**config.mk**
```make
export PLATFORM = sky130hd
export DESIGN_NAME = rob_wb_arbiter
export DESIGN_NICKNAME = d
export VERILOG_FILES = /design/src/rtl/rob_wb_arbiter_pkg.sv /design/src/rtl/rob_wb_arbiter_wb_queue.sv /design/src/rtl/rob_wb_arbiter.sv
export SDC_FILE = /design/constraint.sdc
export NUM_CORES = 1
export LEC_CHECK = 0
export BUFFER_PORTS_ARGS = -buffer_cell sky130_fd_sc_hd__buf_2
export CAP_MARGIN = 5
export CORE_MARGIN = 1.5
export CORE_UTILIZATION = 33
export DETAILED_ROUTE_END_ITERATION = 8
export SETUP_SLACK_MARGIN = 0.2
export SKIP_CTS_REPAIR_TIMING = 1
export SYNTH_ARGS = -nofsm -noshare
export SYNTH_HDL_FRONTEND = slang
export SYNTH_SLANG_ARGS = --single-unit
```
**constraint.sdc**
```tcl
create_clock -name clk -period 8.8 [get_ports clk]
set_input_delay 0.88 -clock clk [delete_from_list [all_inputs] [get_ports clk]]
set_output_delay 0.88 -clock clk [all_outputs]
set_load 0.005 [all_outputs]
```
**src/rtl/rob_wb_arbiter_pkg.sv**
```systemverilog
// Shared types for the ROB writeback arbiter: request payload and source encoding.
package rob_wb_arbiter_pkg;

  localparam int ROB_ID_W   = 6;
  localparam int REG_DATA_W = 32;
  localparam int ADDR_W     = 32;

  typedef logic [ROB_ID_W-1:0]   rob_id_t;
  typedef logic [REG_DATA_W-1:0] reg_data_t;
  typedef logic [ADDR_W-1:0]     addr_t;

  typedef struct packed {
    rob_id_t   rob_id;
    reg_data_t reg_data;
    logic      npc_valid;
    logic      mispred;
    addr_t     npc;
  } rob_wb_req_t;

  localparam logic ROB_WB_SRC_ALU = 1'b0;
  localparam logic ROB_WB_SRC_LD  = 1'b1;

endpackage

```
**src/rtl/rob_wb_arbiter_wb_queue.sv**
```systemverilog
// Per-source writeback FIFO: DEPTH entries (any DEPTH >= 1), explicit pointer wrap,
// readiness taken from the registered count only, flush clears at the edge.
module rob_wb_arbiter_wb_queue
  import rob_wb_arbiter_pkg::*;
#(
  parameter int DEPTH = 2
) (
  input  logic        clk,
  input  logic        rst,
  input  logic        flush,
  input  logic        push_valid,
  input  rob_wb_req_t push_req,
  input  logic        pop,
  output logic        ready,
  output logic        not_empty,
  output rob_wb_req_t head
);

  localparam int CW = $clog2(DEPTH + 1);
  localparam int PW = (DEPTH > 1) ? $clog2(DEPTH) : 1;

  logic [CW-1:0] count;
  logic [PW-1:0] wr_ptr;
  logic [PW-1:0] rd_ptr;
  rob_wb_req_t   mem [DEPTH];
  logic          push;
  logic          pull;

  function automatic logic [PW-1:0] next_ptr(input logic [PW-1:0] p);
    return (p == PW'(DEPTH - 1)) ? '0 : p + 1'b1;
  endfunction

  assign ready     = ~rst & ~flush & (count < CW'(DEPTH));
  assign not_empty = (count != '0);
  assign push      = push_valid & ready;
  assign pull      = pop & not_empty;
  assign head      = mem[rd_ptr];

  always_ff @(posedge clk) begin
    if (rst || flush) begin
      count  <= '0;
      wr_ptr <= '0;
      rd_ptr <= '0;
    end else begin
      if (push) wr_ptr <= next_ptr(wr_ptr);
      if (pull) rd_ptr <= next_ptr(rd_ptr);
      if (push && !pull)      count <= count + 1'b1;
      else if (pull && !push) count <= count - 1'b1;
    end
  end

  // Payload storage needs no reset; count gates every read.
  always_ff @(posedge clk) begin
    if (push) mem[wr_ptr] <= push_req;
  end

endmodule

```
**src/rtl/rob_wb_arbiter.sv**
```systemverilog
// Shares one ROB writeback port between ALU and load queues with round-robin grant.
// Optional same-cycle bypass into an idle port: define ROB_WB_ARB_BYPASS_EN.
module rob_wb_arbiter
  import rob_wb_arbiter_pkg::*;
#(
  parameter int DEPTH     = 2,
  parameter int CNT_WIDTH = 16
) (
  input  logic                 clk,
  input  logic                 rst,
  input  logic                 alu_wb_valid,
  output logic                 alu_wb_ready,
  input  rob_id_t              alu_wb_rob_id,
  input  reg_data_t            alu_wb_reg_data,
  input  logic                 alu_npc_wb_valid,
  input  logic                 alu_npc_mispred,
  input  addr_t                alu_npc,
  input  logic                 ld_wb_valid,
  output logic                 ld_wb_ready,
  input  rob_id_t              ld_wb_rob_id,
  input  reg_data_t            ld_wb_reg_data,
  input  logic                 flush,
  output logic                 rob_wb_valid,
  output logic                 rob_wb_src,
  output rob_id_t              rob_wb_rob_id,
  output reg_data_t            rob_wb_reg_data,
  output logic                 rob_wb_npc_valid,
  output logic                 rob_wb_mispred,
  output addr_t                rob_wb_npc,
  output logic [CNT_WIDTH-1:0] contention_cnt
);

  rob_wb_req_t alu_req, ld_req, alu_head, ld_head, grant_req;
  logic        alu_ne, ld_ne, alu_pop, ld_pop;
  logic        byp_alu, byp_ld;
  logic        grant_valid, grant_src, last_grant;

  assign alu_req = '{rob_id: alu_wb_rob_id, reg_data: alu_wb_reg_data,
                     npc_valid: alu_npc_wb_valid, mispred: alu_npc_mispred, npc: alu_npc};
  assign ld_req  = '{rob_id: ld_wb_rob_id, reg_data: ld_wb_reg_data,
                     npc_valid: 1'b0, mispred: 1'b0, npc: '0};

  rob_wb_arbiter_wb_queue #(.DEPTH(DEPTH)) u_alu_q (
    .clk(clk), .rst(rst), .flush(flush),
    .push_valid(alu_wb_valid & ~byp_alu), .push_req(alu_req), .pop(alu_pop),
    .ready(alu_wb_ready), .not_empty(alu_ne), .head(alu_head)
  );

  rob_wb_arbiter_wb_queue #(.DEPTH(DEPTH)) u_ld_q (
    .clk(clk), .rst(rst), .flush(flush),
    .push_valid(ld_wb_valid & ~byp_ld), .push_req(ld_req), .pop(ld_pop),
    .ready(ld_wb_ready), .not_empty(ld_ne), .head(ld_head)
  );

  always_comb begin
    grant_valid = 1'b0;
    grant_src   = ROB_WB_SRC_ALU;
    byp_alu     = 1'b0;
    byp_ld      = 1'b0;
    alu_pop     = 1'b0;
    ld_pop      = 1'b0;
    if (!rst && !flush) begin
      if (alu_ne && ld_ne) begin
        grant_valid = 1'b1;
        grant_src   = ~last_grant;
      end else if (alu_ne) begin
        grant_valid = 1'b1;
        grant_src   = ROB_WB_SRC_ALU;
      end else if (ld_ne) begin
        grant_valid = 1'b1;
        grant_src   = ROB_WB_SRC_LD;
      end
`ifdef ROB_WB_ARB_BYPASS_EN
      // Both queues idle and a lone requester: hand it straight to the ROB.
      else if (alu_wb_valid ^ ld_wb_valid) begin
        grant_valid = 1'b1;
        grant_src   = ld_wb_valid ? ROB_WB_SRC_LD : ROB_WB_SRC_ALU;
        byp_alu     = alu_wb_valid;
        byp_ld      = ld_wb_valid;
      end
`endif
      alu_pop = grant_valid && (grant_src == ROB_WB_SRC_ALU) && !byp_alu;
      ld_pop  = grant_valid && (grant_src == ROB_WB_SRC_LD) && !byp_ld;
    end
  end

  always_comb begin
    grant_req = alu_head;
    if (byp_alu)                          grant_req = alu_req;
    else if (byp_ld)                      grant_req = ld_req;
    else if (grant_src == ROB_WB_SRC_LD)  grant_req = ld_head;

    rob_wb_valid     = grant_valid;
    rob_wb_src       = ROB_WB_SRC_ALU;
    rob_wb_rob_id    = '0;
    rob_wb_reg_data  = '0;
    rob_wb_npc_valid = 1'b0;
    rob_wb_mispred   = 1'b0;
    rob_wb_npc       = '0;
    if (grant_valid) begin
      rob_wb_src       = grant_src;
      rob_wb_rob_id    = grant_req.rob_id;
      rob_wb_reg_data  = grant_req.reg_data;
      rob_wb_npc_valid = grant_req.npc_valid;
      rob_wb_mispred   = grant_req.mispred;
      rob_wb_npc       = grant_req.npc;
    end
  end

  always_ff @(posedge clk) begin
    if (rst) begin
      last_grant     <= ROB_WB_SRC_LD;
      contention_cnt <= '0;
    end else begin
      if (grant_valid) last_grant <= grant_src;
      if (!flush && alu_ne && ld_ne && (contention_cnt != '1))
        contention_cnt <= contention_cnt + 1'b1;
    end
  end

endmodule

```
-- Word-level counts from Yosys, hierarchy flattened
Memories as Yosys holds them, arrays and structs flattened. A register that Yosys moved wholly into a read port is not among the register bits.
Cells that the tools add are included.
- flip-flop bits (word level): 25
- memory bits (writable): 220
- output and inout bits: 92
- memories: 2
- add/sub/neg operators: 9
- magnitude comparators: 2
- equal/unequal tests: 1
- mux-type cells: 34
- bitwise operators: 11
- reductions and logical operators: 22
- memories (name ; words ; width ; read ports ; clocked after Yosys merged registers in ; wr ports ; line ; source):
    u_alu_q.mem ; 2 ; 72 ; 1 ; 1 ; 1 ; rob_wb_arbiter_wb_queue.sv:25 ; rob_wb_req_t mem [DEPTH];
    u_ld_q.mem ; 2 ; 38 ; 1 ; 1 ; 1 ; rob_wb_arbiter_wb_queue.sv:25 ;
- operator list (cell ; number):
    two-way mux 72 bit ; 1
    two-way mux 32 bit ; 2
    two-way mux 1 bit ; 26
    adder 16 x 1 -> 16 bit, second input constant ; 1
    inequality test 16 bit, second input constant ; 1
    logical AND 1 bit ; 11
    two-way mux 2 bit ; 4
    nonzero test 2 bit ; 4
    bitwise AND 1 bit ; 7
    logical NOT 1 bit ; 6
    two-way mux 6 bit ; 1
    adder 1 bit, second input constant ; 4
    adder 2 x 1 -> 2 bit, second input constant ; 2
    < comparator 2 bit, second input constant ; 2
    NOT 1 bit ; 4
    subtractor 2 x 1 -> 2 bit, second input constant ; 2
    logical OR 1 bit ; 1

-- Logic depth before layout (Yosys ltp)
- word-level depth: 12
- mapped depth: 8

-- Cells and area by module
Synthesis repeated with hierarchy kept, for this count alone.
- cell total of the unflattened synthesis: 700
- area total of the unflattened synthesis: 12687.2 µm²
- by module, submodules not included (module ; instances ; cells an instance ; area an instance (µm²) ; seq. area each (µm²)):
    rob_wb_arbiter_wb_queue at u_alu_q ; 1 ; 250 ; 5440.2 ; 4424.2
    rob_wb_arbiter_wb_queue at u_ld_q ; 1 ; 250 ; 5430.2 ; 4424.2
    rob_wb_arbiter ; 1 ; 200 ; 1816.7 ; 340.3

-- Worst setup path after synthesis
OpenSTA, ideal clock, no wires.
- path type: in2reg
- start: input port flush
- end: memory u_alu_q.mem[0][0] (netlist bit), enable pin
- arrival: 4.464 ns
- slack: 3.824 ns
- stages on the path: 3
- cell sequence: nor2_1 -> and2_1 -> nor2b_1
- cells in the longest elaborated chain, start to end: 6
- ends and longest elaborated chain (item ; line ; source):
    start: declaration ; rob_wb_arbiter.sv:22 ; input logic flush,
    NOT 1 bit ; rob_wb_arbiter_wb_queue.sv:33 ; assign ready = ~rst & ~flush & (count < CW'(DEPTH));
    bitwise AND 1 bit (2 in series) ; rob_wb_arbiter_wb_queue.sv:33 ;
    bitwise AND 1 bit ; rob_wb_arbiter_wb_queue.sv:35 ; assign push = push_valid & ready;
    net u_alu_q.push ; rob_wb_arbiter_wb_queue.sv:26 ; logic push;
    two-way mux 1 bit ; rob_wb_arbiter_wb_queue.sv:54 ; if (push) mem[wr_ptr] <= push_req;
    two-way mux 1 bit (implied by the code) ; rob_wb_arbiter_wb_queue.sv:54 ;
    end: declaration ; rob_wb_arbiter_wb_queue.sv:25 ;
The timed path passes the listed nets, and every way through them passes these cells.

-- Worst setup path after layout
- start: input port rst
- end: output port rob_wb_rob_id[4]
- cells in the longest elaborated chain, start to end: 5
- elaborated cells on any way between the ends: 6
- ends and longest elaborated chain (item ; line ; source):
    start: declaration ; rob_wb_arbiter.sv:10 ; input logic rst,
    logical NOT 1 bit * ; rob_wb_arbiter.sv:62 ; if (!rst && !flush) begin
    logical AND 1 bit * ; rob_wb_arbiter.sv:62 ;
    two-way mux 1 bit ; rob_wb_arbiter.sv:62 ;
    two-way mux 72 bit ; rob_wb_arbiter.sv:91 ; else if (grant_src == ROB_WB_SRC_LD) grant_req = ld_head;
    two-way mux 6 bit * ; rob_wb_arbiter.sv:100 ; if (grant_valid) begin
    end: declaration ; rob_wb_arbiter.sv:25 ; output rob_id_t rob_wb_rob_id,
Every way passes the cells marked *; elsewhere a longest branch is shown, timed or not.

==> flow_summary.json <==
{
  "timing.rr.start": "u_alu_q.count[1]$_SDFFE_PP0P_",
  "rsz0062_at_grt": "no",
  "syn_inst": 584,
  "setup_viol": 0,
  "holdPathStages": 2,
  "worst-path-max-fanout": 40,
  "numCtsBuffers": 27,
  "place.gp.congestion": 0.748,
  "drv_slew": 0,
  "dieArea_um2": 29800,
  "synthMostInstantiatedCell": "edfxtp_1",
  "hpwlAfterDp_um": 13400,
  "clock_skew_ns": 0.00850,
  "via_count": 5619,
  "postSynth.asyncResetShare": 0,
  "tightest_slew_ns": 1.06,
  "cp.required_ns": 7.92,
  "endpoint_kind": "output pin",
  "fin_crit_sh": 0.397,
  "synth_area_leaders": "edfxtp_1 70%, mux2i_1 12%, dfxtp_1 5.7%, o22ai_1 2.6%, nor2_1 1.9%",
  "drt_wl_total_um": 20700,
  "overflow": 0,
  "cts_buffer_depth": 3,
  "critical_path_class": "in2out",
  "dr.pass1.iters": 4,
  "final_layout_size_suffix_gt1_frac": 0.318,
  "min_to": "u_alu_q.rd_ptr$_SDFFE_PP0P_",
  "utilization": 0.418,
  "grt_pass1_wl_um": 31800,
  "cp.arrival_ns": 2.61,
  "ff2ff_setup_slack_ns": 6.17,
  "via_per_inst": 4.71,
  "cts_tree": "built",
  "syn-cell-area_um2": 9500,
  "pin_count": 207,
  "synthFlopType": "edfxtp_1",
  "power_density_nw_per_um2": 203,
  "ys_ff_latch": 247,
  "io_buffer_count": 206,
  "synth_common_cells": "220 x edfxtp_1, 110 x mux2i_1, 49 x nor2_1",
  "grt_pass1_vias": 5561,
  "min_period_ns": 3.49,
  "clk_pin_slew_ns": 0.06,
  "status": "complete, no violations",
  "vdd_drop_max_mv": 0.148,
  "clkSinkCount": 247,
  "hold_violations": 0,
  "min_from": "u_alu_q.rd_ptr$_SDFFE_PP0P_",
  "nets": 914,
  "p_leak_nw": 4.09,
  "grt_usage": 0.135,
  "r2r_cells": 4,
  "synth.top_cell.area_share": 0.695,
  "drc_errors": 0,
  "tns_ns": 0,
  "core_um2": 28100,
  "synth_top_area_cell": "edfxtp_1",
  "synth_edf_count": 220,
  "synth-warning-count": 0,
  "grt_max_degree": 46,
  "startpoint_type": "input port",
  "htreeDepth": 1,
  "post_synth.cell_area_avg_um2": 16.3,
  "area_growth_pct": 23.5,
  "yosysSeqAreaShare": 0.752,
  "synth.distinct_cells": 38,
  "synth_nets": 702,
  "clkLatencyLatePin_ns": 0.52,
  "ant_nets": 0,
  "initial_utilization": 0.338,
  "wire_per_inst_um": 17.3,
  "rows": 61,
  "r2r_end": "u_alu_q.mem[0][55]$_DFFE_PP_",
  "fmax_ghz": 0.286,
  "clockRootBuffer": "clkbuf_16",
  "maxSlewHeadroom": 0.294,
  "min_path_type": "reg2reg",
  "antenna_found_initial": 4,
  "die_h_um": 173,
  "drt-initial-drc-count": 312,
  "die_w_um": 173,
  "drv_cap": 0
}
-- state kept, by name, indices dropped and copies added, names as in the netlist, named ones only --
| signal | cells |
|---|---|
| u_alu_q.count | 2 |
| u_alu_q.wr_ptr | 1 |
| u_alu_q.mem | 144 |
| u_ld_q.rd_ptr | 1 |
| u_ld_q.mem | 76 |
| last_grant | 1 |
| u_ld_q.count | 2 |
| u_ld_q.wr_ptr | 1 |
| u_alu_q.rd_ptr | 1 |
| contention_cnt | 16 |
-- metrics by stage --
stage               worst slack (ns)  instance area [µm²]  hold slack (ns)  instances  total power [W]
CTS                             5.24                11700            0.508       1192          0.00242
global route                    5.05                11700            0.516       1193          0.00247
floorplan                       3.82                 9500            0.472        584          0.00137
finish                          5.31                11700            0.506       1194          0.00238
detailed placement              5.22                11000            0.493       1145          0.00142
global placement                5.25                11000            0.486       1145          0.00141
-- worst max path at each step --
stage	slack (ns)	endpoint	cells past startpoint	from
after floorplan	3.82	u_alu_q.mem[0][0]$_DFFE_PP_	3	flush
after global placement	5.25	u_alu_q.mem[0][64]$_DFFE_PP_	5	rst
after detailed placement	5.22	u_alu_q.mem[0][55]$_DFFE_PP_	5	rst
after CTS	5.24	rob_wb_rob_id[3]	4	flip-flop
after global routing	5.05	rob_wb_reg_data[17]	5	rst
final	5.31	rob_wb_rob_id[4]	5	rst
-- where the power goes --
| group | total (W) | switching [W] | internal (W) |
|---|---|---|---|
| Combinational | 0.0000835 | 0.0000466 | 0.0000369 |
| Sequential | 0.00131 | 0.00000747 | 0.00130 |
| Clock | 0.000989 | 0.000428 | 0.000561 |
-- routing by layer --
| layer | GRT usage | share of wire |
|---|---|---|
| met1 | 0.178 | 0.45 |
| met2 | 0.217 | 0.47 |
| met3 | 0.0396 | 0.069 |
| met4 | 0.0377 | 0.018 |
| met5 | 0 | 0.00063 |
-- cell families (layout without fill, tap and decap cells) --
| kind of cell | count (synthesis) | count (layout) | share of synthesized area |
|---|---|---|---|
| and+or+nand+nor | 101 | 101 | 0.0536 |
| muxes | 111 | 111 | 0.117 |
| other | 0 | 2 | 0 |
| AOI/OAI and AO/OA | 77 | 77 | 0.0503 |
| buffers and inverters | 37 | 267 | 0.0157 |
| xor gates and xnor gates | 8 | 8 | 0.00737 |
| adders and majority gates | 3 | 3 | 0.00395 |
| DFF | 247 | 247 | 0.752 |
-- cells in the final DEF, fill, tap and decap left out, types with 5 or more instances in the layout --
cell,n
a21oi_1,18
buf_2,206
buf_4,8
clkbuf_1,9
clkbuf_16,27
clkinv_2,7
dfxtp_1,25
edfxtp_1,220
inv_1,6
mux2i_1,110
nand2_1,5
nand3_1,7
nor2_1,49
o22ai_1,39
o31ai_1,9
or3_1,6
or4_1,11
xor2_1,5
-- layout make-up --
| type | instances | area (µm²) |
|---|---|---|
| antenna | 2 | 5.00 |
| sequential | 247 | 7150 |
| inverter | 6 | 22.5 |
| clock buffer | 36 | 709 |
| timing repair buffer | 214 | 1090 |
| tap | 378 | 473 |
| multi-input combinational | 300 | 2230 |
| fill | 2650 | 16300 |
| clock inverter | 11 | 53.8 |
-- worst max-delay path: stages --
cell,delay (ns)
buf_2,0.22
nor2_1,0.34
nand2_2,0.61
o22ai_1,0.38
buf_2,0.15
Note: power is estimated with default switching activity, not from simulation.
